==> src/rtl/keypad_scan_if.sv <==
// Status/acknowledge bundle between keypad_scan and the peripheral read logic.
// The slave modport is the scanner side and the master modport is the reader side.
interface keypad_scan_if;
  logic       ack;
  logic [3:0] key_code;
  logic       key_down;
  logic       key_pending;
  logic       key_overrun;
  logic       key_irq;

  modport master (
    output ack,
    input  key_code,
    input  key_down,
    input  key_pending,
    input  key_overrun,
    input  key_irq
  );

  modport slave (
    input  ack,
    output key_code,
    output key_down,
    output key_pending,
    output key_overrun,
    output key_irq
  );
endinterface

==> src/rtl/keypad_scan.sv <==
// 4x4 matrix keypad scanner with frame-based press/release debounce and sticky status.
// Optional macro KEYPAD_IRQ_EN: key_irq is key_pending delayed one clock; otherwise it is 0.
module keypad_scan #(
  parameter int unsigned SCAN_CYCLES     = 1000,
  parameter int unsigned DEBOUNCE_FRAMES = 4
) (
  input  logic          clk,
  input  logic          rst,
  input  logic [3:0]    io_keypad_row,
  output logic [3:0]    io_keypad_col,
  keypad_scan_if.slave  bus
);

  typedef enum logic [1:0] {StIdle, StDebPress, StDown, StDebRelease} state_e;

  localparam logic [15:0] SlotLast = 16'(SCAN_CYCLES - 1);
  localparam logic [3:0]  DebLast  = 4'(DEBOUNCE_FRAMES);
  localparam bit          DebOne   = (DEBOUNCE_FRAMES == 1);

  logic [15:0] r_slot_cnt;
  logic [1:0]  r_col;
  logic [3:0]  r_col_drive;
  logic [15:0] r_frame;
  state_e      r_state;
  logic [3:0]  r_deb_cnt;
  logic [3:0]  r_cand;
  logic [3:0]  r_key_code;
  logic        r_key_down;
  logic        r_pending;
  logic        r_overrun;

  logic        w_slot_last;
  logic        w_frame_end;
  logic [15:0] w_frame_now;
  logic        w_empty;
  logic [3:0]  w_cand;
  logic        w_confirm;

  assign w_slot_last = (r_slot_cnt == SlotLast);
  assign w_frame_end = w_slot_last && (r_col == 2'd3);

  // Frame image including the rows seen on this clock for the current column.
  always_comb begin
    w_frame_now = r_frame;
    if (w_slot_last) begin
      for (int r = 0; r < 4; r++) begin
        w_frame_now[4 * r + int'(r_col)] = ~io_keypad_row[r];
      end
    end
  end

  assign w_empty = (w_frame_now == 16'h0000);

  // Lowest set index wins when several keys are down.
  always_comb begin
    w_cand = 4'd0;
    for (int i = 15; i >= 0; i--) begin
      if (w_frame_now[i]) begin
        w_cand = 4'(i);
      end
    end
  end

  assign w_confirm = w_frame_end && !w_empty &&
                     ((r_state == StIdle && DebOne) ||
                      (r_state == StDebPress && w_cand == r_cand &&
                       (r_deb_cnt + 4'd1) >= DebLast));

  always_ff @(posedge clk or posedge rst) begin
    if (rst) begin
      r_slot_cnt  <= 16'd0;
      r_col       <= 2'd0;
      r_col_drive <= 4'b1110;
      r_frame     <= 16'h0000;
    end else if (w_slot_last) begin
      r_slot_cnt  <= 16'd0;
      r_col       <= r_col + 2'd1;
      r_col_drive <= {r_col_drive[2:0], r_col_drive[3]};
      r_frame     <= w_frame_now;
    end else begin
      r_slot_cnt  <= r_slot_cnt + 16'd1;
    end
  end

  always_ff @(posedge clk or posedge rst) begin
    if (rst) begin
      r_state    <= StIdle;
      r_deb_cnt  <= 4'd0;
      r_cand     <= 4'd0;
      r_key_code <= 4'd0;
      r_key_down <= 1'b0;
      r_pending  <= 1'b0;
      r_overrun  <= 1'b0;
    end else begin
      if (bus.ack) begin
        r_pending <= 1'b0;
        r_overrun <= 1'b0;
      end
      // Later assignments override the ack clear, so a coincident confirm wins.
      if (w_confirm) begin
        r_state    <= StDown;
        r_deb_cnt  <= 4'd0;
        r_key_code <= w_cand;
        r_key_down <= 1'b1;
        r_pending  <= 1'b1;
        r_overrun  <= r_overrun | r_pending;
      end else if (w_frame_end) begin
        unique case (r_state)
          StIdle: begin
            if (!w_empty) begin
              r_state   <= StDebPress;
              r_cand    <= w_cand;
              r_deb_cnt <= 4'd1;
            end
          end
          StDebPress: begin
            if (w_empty) begin
              r_state   <= StIdle;
              r_deb_cnt <= 4'd0;
            end else if (w_cand != r_cand) begin
              r_cand    <= w_cand;
              r_deb_cnt <= 4'd1;
            end else begin
              r_deb_cnt <= r_deb_cnt + 4'd1;
            end
          end
          StDown: begin
            if (w_empty) begin
              if (DebOne) begin
                r_state    <= StIdle;
                r_deb_cnt  <= 4'd0;
                r_key_down <= 1'b0;
              end else begin
                r_state   <= StDebRelease;
                r_deb_cnt <= 4'd1;
              end
            end
          end
          StDebRelease: begin
            if (!w_empty) begin
              r_state   <= StDown;
              r_deb_cnt <= 4'd0;
            end else if ((r_deb_cnt + 4'd1) >= DebLast) begin
              r_state    <= StIdle;
              r_deb_cnt  <= 4'd0;
              r_key_down <= 1'b0;
            end else begin
              r_deb_cnt <= r_deb_cnt + 4'd1;
            end
          end
        endcase
      end
    end
  end

`ifdef KEYPAD_IRQ_EN
  logic r_irq;

  always_ff @(posedge clk or posedge rst) begin
    if (rst) begin
      r_irq <= 1'b0;
    end else begin
      r_irq <= r_pending;
    end
  end

  assign bus.key_irq = r_irq;
`else
  assign bus.key_irq = 1'b0;
`endif

  assign io_keypad_col   = r_col_drive;
  assign bus.key_code    = r_key_code;
  assign bus.key_down    = r_key_down;
  assign bus.key_pending = r_pending;
  assign bus.key_overrun = r_overrun;

endmodule

==> src/flat_wrapper.sv <==
// flat-port wrapper written by rule: the top's interface ports become plain ports
module keypad_scan_flat 
#(
  parameter int unsigned SCAN_CYCLES     = 1000,
  parameter int unsigned DEBOUNCE_FRAMES = 4
)
  (clk, rst, io_keypad_row, io_keypad_col, bus_ack, bus_key_code, bus_key_down, bus_key_pending, bus_key_overrun, bus_key_irq);
  keypad_scan_if bus_i ();
  input  logic clk;
  input  logic rst;
  input  logic [3:0] io_keypad_row;
  output logic [3:0] io_keypad_col;
  input wire logic [$bits(bus_i.ack)-1:0] bus_ack;
  output wire logic [$bits(bus_i.key_code)-1:0] bus_key_code;
  output wire logic [$bits(bus_i.key_down)-1:0] bus_key_down;
  output wire logic [$bits(bus_i.key_pending)-1:0] bus_key_pending;
  output wire logic [$bits(bus_i.key_overrun)-1:0] bus_key_overrun;
  output wire logic [$bits(bus_i.key_irq)-1:0] bus_key_irq;
  assign bus_i.ack = bus_ack;
  assign bus_key_code = bus_i.key_code;
  assign bus_key_down = bus_i.key_down;
  assign bus_key_pending = bus_i.key_pending;
  assign bus_key_overrun = bus_i.key_overrun;
  assign bus_key_irq = bus_i.key_irq;
  keypad_scan #(.SCAN_CYCLES(SCAN_CYCLES), .DEBOUNCE_FRAMES(DEBOUNCE_FRAMES)) u_core (.clk(clk), .rst(rst), .io_keypad_row(io_keypad_row), .io_keypad_col(io_keypad_col), .bus(bus_i));
endmodule
==> config.mk <==
export PLATFORM = sky130hd
export DESIGN_NAME = keypad_scan_flat
export DESIGN_NICKNAME = d
export VERILOG_FILES = /design/src/rtl/keypad_scan_if.sv /design/src/rtl/keypad_scan.sv /design/src/flat_wrapper.sv
export SDC_FILE = /design/constraint.sdc
export NUM_CORES = 1
export LEC_CHECK = 0
export ABC_AREA = 1
export CORE_ASPECT_RATIO = 2
export CORE_UTILIZATION = 40
export DETAILED_ROUTE_END_ITERATION = 12
export PLACE_DENSITY_LB_ADDON = 0.25
export SKIP_LAST_GASP = 1
export SYNTH_ARGS = -nofsm -noshare
export SYNTH_HDL_FRONTEND = slang
export SYNTH_SLANG_ARGS = --single-unit
export TNS_END_PERCENT = 20
==> constraint.sdc <==
create_clock -name clk -period 4.43 [get_ports clk]
set_clock_uncertainty 0.1 [all_clocks]
set_input_delay 0.886 -clock clk [delete_from_list [all_inputs] [get_ports clk]]
set_output_delay 0.886 -clock clk [all_outputs]
set_load 0.01 [all_outputs]
Word-level counts from Yosys, hierarchy flattened
Index checks and enable logic that the tools add are counted.
Widths: inputs -> output; s select.
{ "totals": {"ff_bits": 55, "input_bits": 7, "wordCells": 127, "output_inout_bits": 12} }
{ "op_classes": {"n_addsub": 6, "reduce_logical": 22, "n_mux": 59, "bitwise_logic": 6, "order_cmp": 9, "eq_ne": 14} }
{ "op_table": {"columns": ["cell", "n"], "rows": [
  ["$mux 4", 27],
  ["$ge 32x1->1 const B", 3],
  ["$lt 32x6->1 const B", 3],
  ["$bwmux 16", 4],
  ["$mux 16", 2],
  ["$add 16x1->16 const B", 1],
  ["$eq 16x10->1 const B", 1],
  ["$logic_not 16->1", 1],
  ["$pmux 4 s4", 1],
  ["$mux 2", 7],
  ["$demux 1 s4", 3],
  ["$mux 1", 12],
  ["$reduce_bool 2->1", 6],
  ["$add 4x2->5 const A", 2],
  ["$logic_and 1x1->1", 9],
  ["$pmux 2 s4", 1],
  ["$pmux 4 s2", 1],
  ["$eq 2x2->1 const B", 3],
  ["$ne 2x2->1 const B", 3],
  ["$ne 3x1->1 const B", 2],
  ["$reduce_and 6->1", 1],
  ["$lt 2x5->1 const B", 1],
  ["$not 1->1", 5],
  ["$reduce_and 5->1", 1],
  ["16 further kinds", 16]
]} }

Logic depth before layout (Yosys ltp)
Gate-level depths: netlist of run 1.
{ "logic_depth": {"depth_word": 31, "mapped_depth": 29, "ltp_nobuf": 29} }

Least setup slack after synthesis of run 1
OpenSTA, ideal clock, no wires.
{ "synth_timing": {"path_type": "register -> register", "startpoint": "reg u_core.r_slot_cnt[0]", "endpoint": "reg u_core.r_deb_cnt[0]", "required_ps": 4213, "arrival_time_ps": 2641, "path_buffers": 1, "period_less_slack_ps": 2858, "setup_time_ps": 117, "slack_ps": 1572, "stages_incl_launch_ff": 23, "cell_sequence": "dfrtp_1 > ha_1 > nand2_1 > inv_2 > nand2_1 > nor2_1 > nand2_1 > nor2_4 > mux2i_1 > nand2_1 > nor2_2 > inv_2 > nor2_4 > nand2_2 > nand2_1 > nand2_1 > nor2_1 > nand2_1 > nor2_4 > nand4_4 > buf_6 > nand3_2 > nand2_1"} }
{ "synth_between": {"elab_chain_cells": 24, "word_cells_on_any_way": 37, "cone_classes": "5 x eq/ne; 23 x mux; 9 x reduce/logical"} }
{ "synth_rtl": {"columns": ["item", "line_no", "text"], "rows": [
  ["start, declared", "keypad_scan.sv:20", "logic [15:0] r_slot_cnt;"],
  ["start signal, assigned", "keypad_scan.sv:81", "r_slot_cnt <= r_slot_cnt + 16'd1;"],
  ["$eq 16x10->1 *", "keypad_scan.sv:39", "assign w_slot_last = (r_slot_cnt == SlotLast);"],
  ["$mux 16", "keypad_scan.sv:45", "if (w_slot_last) begin"],
  ["$mux 4 (16 in series)", "keypad_scan.sv:58", "if (w_frame_now[i]) begin"],
  ["$ne 4x4->1 or $eq 4x4->1 (tied branches)", "keypad_scan.sv:120, keypad_scan.sv:66", null],
  ["$mux 4 or $logic_and 1x1->1 (tied branches)", "keypad_scan.sv:120, keypad_scan.sv:66", null],
  ["$mux 4 or $logic_and 1x1->1 (tied branches)", "keypad_scan.sv:117, keypad_scan.sv:66", null],
  ["$pmux 4 s4 or $logic_and 1x1->1 (tied branches)", "keypad_scan.sv:108, keypad_scan.sv:64", null],
  ["$mux 4 (tied with other cells)", "keypad_scan.sv:107", "end else if (w_frame_end) begin"],
  ["$mux 4 or $reduce_and 3->1 (tied branches)", null, null],
  ["end signal, assigned", "keypad_scan.sv:124", "r_deb_cnt <= r_deb_cnt + 4'd1;"],
  ["end signal, assigned", "keypad_scan.sv:148", "r_deb_cnt <= r_deb_cnt + 4'd1;"],
  ["end, declared", "keypad_scan.sv:25", "logic [3:0] r_deb_cnt;"]
]} }
Mark *: on every way between the ends. The rest lies on a longest branch, timed or not. The select of a mux whose other input is x is not followed.
A chain may end at the register's enable or synchronous reset.

Final worst setup path of run 1
{ "layout_timing": {"startpoint": "reg u_core.r_slot_cnt[0]", "endpoint": "reg u_core.r_state[1]"} }
{ "layout_between": {"elab_chain_cells": 24, "word_cells_on_any_way": 36, "cone_classes": "6 x eq/ne; 21 x mux; 9 x reduce/logical"} }
{ "layout_rtl": {"columns": ["item", "line_no", "text"], "rows": [
  ["$eq 16x10->1 *", "keypad_scan.sv:39", null],
  ["$mux 16", "keypad_scan.sv:45", null],
  ["$mux 4 (16 in series)", "keypad_scan.sv:58", null],
  ["$eq 4x4->1", "keypad_scan.sv:66", "(r_state == StDebPress && w_cand == r_cand &&"],
  ["$logic_and 1x1->1 (2 in series)", "keypad_scan.sv:66", null],
  ["$logic_and 1x1->1", "keypad_scan.sv:64", "assign w_confirm = w_frame_end && !w_empty &&"],
  ["$ne 4x4->1 (no line) (tied with other cells)", null, null],
  ["$reduce_and 5->1 (no line)", null, null],
  ["end signal, assigned", "keypad_scan.sv:87", "r_state <= StIdle;"],
  ["end signal, assigned", "keypad_scan.sv:101", "r_state <= StDown;"],
  ["end signal, assigned", "keypad_scan.sv:111", "r_state <= StDebPress;"],
  ["end, declared", "keypad_scan.sv:24", "state_e r_state;"]
]} }
Marked as above.

==> impl_metrics.ini, run 1 <==
[timing]
min_period_over_period = 0.797
worst_pin_slew_ns = 0.891
setup-tns-final_ns = 0
min_period_ns = 3.53
hold_viol_final = 0
rsz0062_at_grt = no
maxSlewViolCount = 0
max_freq_ghz = 0.283
setup_viol = 0
max_slew_margin = 0.405

[floorplanning]
num_rows = 45
die_x_um = 64.8
design.die.area_mm2 = 0.00827
fp.dieH_um = 128
start_util = 0.415
core_mm2 = 0.00760
ios = 19

[power_and_ir_drop]
report.power.total_mw = 0.980
leakagePower_nw = 1.98
peakVddDrop_uv = 205
p_per_area_mw_per_mm2 = 272

[final_layout]
antenna_cells = 0
seq_area_mm2 = 0.00138
final_util = 0.474
multi_input_area_mm2 = 0.00145
syn2layout_area_growth_pct = 14.1
drive_gt1_frac = 0.151
nFillCells = 779
fin_nets = 435

[setup_path]
cp_cell_sequence = ha_1 > nand2_1 > inv_2 > nand2_1 > nor2_1 > nand2_1 > nor2_4 > mux2i_1 > nand2_1 > nor2_2 > inv_2 > nor2_4 > nand2_2 > nand2_1 > nand2_1 > nor2_1 > nand2_1 > nor2_4 > nand4_4 > nand2_2 > nand3_2 > nand2_1 > nand2_1
crit_buf_inv = 2
reg2reg_slack_ns = 0.90
crit_end = u_core.r_state[1]$_DFFE_PP0P_
critPathLaunchType = flip-flop
cp_top_family = simple AND/OR/NAND/NOR gates
crit_start = u_core.r_slot_cnt[0]$_DFF_PP0_
crit_slowest_cell = dfrtp_1
worstPathMaxFanout = 16
crit_path_frequent_cell = nand2_1
reg2reg_to = u_core.r_state[1]$_DFFE_PP0P_
endpoint_kind = flip-flop
max_stage_delay_ns = 0.38
critical_path_arrival_ns = 3.61
reg2regPathDepth = 23
rr_startpoint = u_core.r_slot_cnt[0]$_DFF_PP0_
path_class = reg -> reg
crit_cells = 23
worstPathRequired_ns = 4.51

[clocking]
clk_pin_slew_worst_paths_ns = 0.07
cts_setup_buffers = 0
root_buffer = clkbuf_16
clk_latency_ns = 0.29
ctsHoldBuffers = 0
cts_tree = built
htreeDepth = 2
cts_buffers = 5
clkSinkCount = 55
cts_repair_resize_count = 0
clk_path_buf_depth = 2

[synthesis]
yosysWarningCount = 0
syn_avg_cell_area_um2 = 7.89
synth_area_mm2 = 0.00315
synth_seq_cells = 55
synth.top_cells.by_area = dfrtp_1 (41%), nand2_1 (12%), inv_1 (8.4%), nor2_1 (4.6%), o21ai_2 (3.6%)
syn_nets = 413
syn_inst = 400
synthMostInstantiatedCell = nand2_1
yosys-top-cells-count = nand2_1 (102), inv_1 (71), dfrtp_1 (52)
synth_top_area_cell = dfrtp_1
yosys.area.top_type_share = 0.413
async_reset_ff_frac = 1.00
synth-edff-count = 0
ys_seq_area_frac = 0.438
ys_types = 39
synth_flop_cell = dfrtp_1

[hold_path]
worstHoldPathType = reg -> reg
hold_depth = 1

[routing]
drt_first_pass_iters = 4
first_iter_violations = 135
dr_total_vias = 2465
post-route-drc-count = 0
wl_mm = 6.49
vias_per_cell = 4.77
avgRoutedWirePerCell_um = 12.6
ant_nets = 0

[grt]
met2_usage = 0.347
grt_max_degree = 43
grt_pass1_vias = 2519
grt_use_total = 0.182
grt_first_pass_wirelength_mm = 11.3
globalRoute.busiestLayer = met2
gr-usage-met3 = 0.0277
antenna_found_initial = 0
gr-usage-met1 = 0.179
grt_overflow = 0

[placed_design]
dp_hpwl_mm = 5.10
port_buffers = 17
gp_congestion = 0.857

[status]
status = complete, no violations

[flow_run]
maxCapViolations = 0
[area by class of cell]
cell class                 count  share of cell area
clock inverter                 2             0.00973
multi-input combinational    262               0.402
timing repair buffer          18              0.0494
clock buffer                   6              0.0386
sequential                    55               0.383
tap                           94              0.0327
inverter                      80              0.0841
[cells by family (layout without fill, tap and decap cells)]
logic type / count (synthesis) / after routing / synth area share
AND/OR/NAND/NOR: 205 / 205 / 0.323
XOR/XNOR: 4 / 4 / 0.0111
adder cells (fa/ha/maj): 6 / 6 / 0.0238
other: 1 / 1 / 0.00119
AO/OA/AOI/OAI: 43 / 43 / 0.0889
multiplexers: 3 / 3 / 0.0107
flip-flops: 55 / 55 / 0.438
buffers and inverters: 83 / 106 / 0.104
[placed cells by master (no fill, tap or decap), drive strengths merged]
master         count
xor2               3
o21a               2
nand3b             3
nor4               1
and3               1
nor3               9
clkdlybuf4s50     17
ha                 6
nor2              49
or2                1
conb               1
clkbuf             6
dfrtp             52
a21oi              7
clkinv             4
buf                1
inv               77
dfstp              3
o21ai             34
nand2            112
nand4              9
bufinv             1
nand3             20
xnor2              1
mux2i              3
[state kept, by name, summed over array words and instances (netlist names)]
register,count
u_core.bus.key_down,1
u_core.r_slot_cnt,16
u_core.r_deb_cnt,4
u_core.r_state,2
u_core.bus.key_code,4
u_core.bus.key_overrun,1
u_core.io_keypad_col,4
u_core.r_col,2
u_core.bus.key_pending,1
u_core.r_frame,16
u_core.r_cand,4
[through the flow]
stage          area [um2]  cells  hold WS [ns]  setup slack [ns]
4_1_cts              3600    517         0.366             0.840
3_3_place_gp         3430    509         0.346             0.781
3_5_place_dp         3430    509         0.356             0.731
2_1_floorplan        3150    400         0.332              1.57
6_report             3600    517         0.366             0.898
5_1_grt              3600    517         0.401             0.523
[where the power goes]
part | switching, mW | internal (mW)
Clock | 0.178 | 0.281
Combinational | 0.0135 | 0.00581
Sequential | 0 | 0.502
Total | 0.191 | 0.789
[how the worst min path moves through the flow]
stage,startpoint,slack [ns],to
3_5_place_dp,u_core.r_slot_cnt[0]$_DFF_PP0_,0.36,u_core.r_slot_cnt[0]$_DFF_PP0_
2_1_floorplan,u_core.r_slot_cnt[0]$_DFF_PP0_,0.33,u_core.r_slot_cnt[0]$_DFF_PP0_
6_report,u_core.r_slot_cnt[0]$_DFF_PP0_,0.37,u_core.r_slot_cnt[0]$_DFF_PP0_
5_1_grt,u_core.r_slot_cnt[0]$_DFF_PP0_,0.40,u_core.r_slot_cnt[0]$_DFF_PP0_
3_3_place_gp,u_core.r_slot_cnt[0]$_DFF_PP0_,0.35,u_core.r_slot_cnt[0]$_DFF_PP0_
4_1_cts,u_core.r_slot_cnt[0]$_DFF_PP0_,0.37,u_core.r_slot_cnt[0]$_DFF_PP0_
[per-layer routing]
metal  up-vias  wire (um)
met5         -          0
met4         0        217
met3        14        132
met2        30       3750
met1      1142       2390
li1       1279          -
Note: power is estimated with default switching activity, not from simulation.
==> run 2, diff against run 1 <==
==> constraint.sdc (replaced) <==
create_clock -name clk -period 3.1 [get_ports clk]
set_clock_uncertainty 0.1 [all_clocks]
set_input_delay 0.62 -clock clk [delete_from_list [all_inputs] [get_ports clk]]
set_output_delay 0.62 -clock clk [all_outputs]
set_load 0.01 [all_outputs]
==> run 2 against run 1 <==
  * Die area unchanged
  * Cell area grew 14%
  * Clock power grew 59%
  * Utilization grew 6.8 points
  * Sequential power up 43%
  * Largest power group is now the clock network
==> impl_metrics.ini, run 2 (synthesized netlist as in run 1, its figures left out) <==
[setup_path]
critical_path_arrival_ns = 3.19
max_stage_delay_ns = 0.36
reg2reg_slack_ns = 0.03
cp_cell_sequence = ha_2 > nand2_2 > inv_2 > nand2_4 > nor2_4 > nand2_2 > nor2_4 > mux2i_2 > nand2_2 > nor2_4 > inv_2 > nor2_4 > nand2_2 > nand2_1 > nand2_1 > nor2_1 > nand2_1 > nor2_4 > buf_6 > nand4_1 > nand3_4 > nand2_1 > o21ai_1
path_class = reg -> reg
crit_start = u_core.r_slot_cnt[0]$_DFF_PP0_
endpoint_kind = flip-flop
worstPathRequired_ns = 3.22
crit_slowest_cell = dfrtp_1
rr_startpoint = u_core.r_slot_cnt[0]$_DFF_PP0_
crit_path_frequent_cell = nor2_4
worstPathMaxFanout = 8
critPathLaunchType = flip-flop

[routing]
first_iter_violations = 66
avgRoutedWirePerCell_um = 12.9
ant_nets = 0
post-route-drc-count = 0
vias_per_cell = 4.76
drt_first_pass_iters = 4
dr_total_vias = 2687
wl_mm = 7.29

[final_layout]
top_regs = u_core.r_frame (16), u_core.r_slot_cnt (16)
final_util = 0.542
antenna_cells = 0
mostFrequentLayoutCells = nand2_1 (91), inv_1 (69), dfrtp_1 (52), buf_4 (45), nor2_1 (33)
fin_area_mm2 = 0.00412
syn2layout_area_growth_pct = 30.5
fin_nets = 482
mostFrequentLayoutCell = nand2_1
drive_gt1_frac = 0.283

[clocking]
clkSinkCount = 55
cts_tree = built
clk_latency_ns = 0.30
ctsHoldBuffers = 0
clk_pin_slew_worst_paths_ns = 0.07
cts_buffers = 5
root_buffer = clkbuf_16
clk_path_buf_depth = 2
htreeDepth = 2

[timing]
hold_viol_final = 0
setup_slack_ns = 0.0318
holdWs_ns = 0.387
rsz0062_at_grt = yes
worst_pin_slew_ns = 0.608
max_slew_margin = 0.594
max_freq_ghz = 0.326
maxSlewViolCount = 0
min_period_over_period = 0.990
setup_viol = 0
min_period_ns = 3.07

[floorplanning]
start_util = 0.415
core_mm2 = 0.00760
die_x_um = 64.8
design.die.area_mm2 = 0.00827
fp.dieH_um = 128
num_rows = 45
ios = 19

[hold_path]
worstHoldPathType = reg -> reg
worstHoldStart = u_core.r_deb_cnt[3]$_DFFE_PP0P_

[placed_design]
pre_cts_slack_ns = -0.103
placed_cell_area_mm2 = 0.00361
gp_congestion = 0.924
port_buffers = 17
dp_hpwl_mm = 5.40

[grt]
grt_use_total = 0.188
antenna_found_initial = 0
grt_overflow = 0
grt_pass1_vias = 2725
grt_max_degree = 30
grt_first_pass_wirelength_mm = 11.9

[power_and_ir_drop]
report.power.total_mw = 1.48
p_per_area_mw_per_mm2 = 359
peakVddDrop_uv = 302
leakagePower_nw = 2.24

[flow_run]
maxCapViolations = 0

[status]
status = complete, no violations
==> run 2: metrics by stage <==
step	instances	setup TNS (ns)
6_report	564	0
5_1_grt	564	-1.86
4_1_cts	548	0
3_5_place_dp	534	-0.867
3_3_place_gp	534	-0.202
2_1_floorplan	400	0
==> run 2: path summary, 6_finish.rpt <==
kind | end | cells after the start
max in group asynchronous | u_core.r_slot_cnt[15]$_DFF_PP0_ | 3
min reg2reg | u_core.r_deb_cnt[3]$_DFFE_PP0P_ | 2
max | u_core.r_cand[1]$_DFFE_PP0P_ | 23
max reg2reg | u_core.r_cand[1]$_DFFE_PP0P_ | 23
min | u_core.r_deb_cnt[3]$_DFFE_PP0P_ | 2
min in group asynchronous | u_core.bus.key_overrun$_DFFE_PP0P_ | 2
==> run 2: per-layer routing <==
| metal | global-route usage | wire (um) | up-vias | part of all wire |
|---|---|---|---|---|
| met1 | 0.176 | 2630 | 1257 | 0.36 |
| met3 | 0.0268 | 143 | 21 | 0.020 |
| met5 | 0 | 0 | - | 0 |
| li1 | - | - | 1370 | - |
| met2 | 0.368 | 4190 | 39 | 0.58 |
| met4 | 0.107 | 317 | 0 | 0.044 |
==> run 2: what timing repair did <==
item | in CTS | in global routing
pin swaps | 7 | 21
resized for setup | 4 | 33
setup endpoints to repair | 4 | 17
setup buffers | 6 | 16
==> run 2: cell type report <==
| class | count | area, um2 |
|---|---|---|
| multi-input combinational | 262 | 1580 |
| clock buffer | 5 | 125 |
| fill | 715 | 3480 |
| clock inverter | 3 | 67.6 |
| timing repair buffer | 65 | 542 |
| inverter | 80 | 303 |
| tap | 94 | 118 |
| sequential | 55 | 1380 |
==> run 2: power by group <==
| part | internal (mW) | switching, mW |
|---|---|---|
| combinational | 0.00920 | 0.0206 |
| clock | 0.463 | 0.268 |
| sequential | 0.717 | 0 |
| total | 1.19 | 0.289 |
==> run 2: critical path, delay by kind of cell, from the launching register on <==
kind | cells | cell delay [ns]
simple gates | 17 | 1.69
flops | 1 | 0.36
mux | 1 | 0.28
buf+inv | 3 | 0.27
fa+ha+maj | 1 | 0.19
compound gates | 1 | 0.07
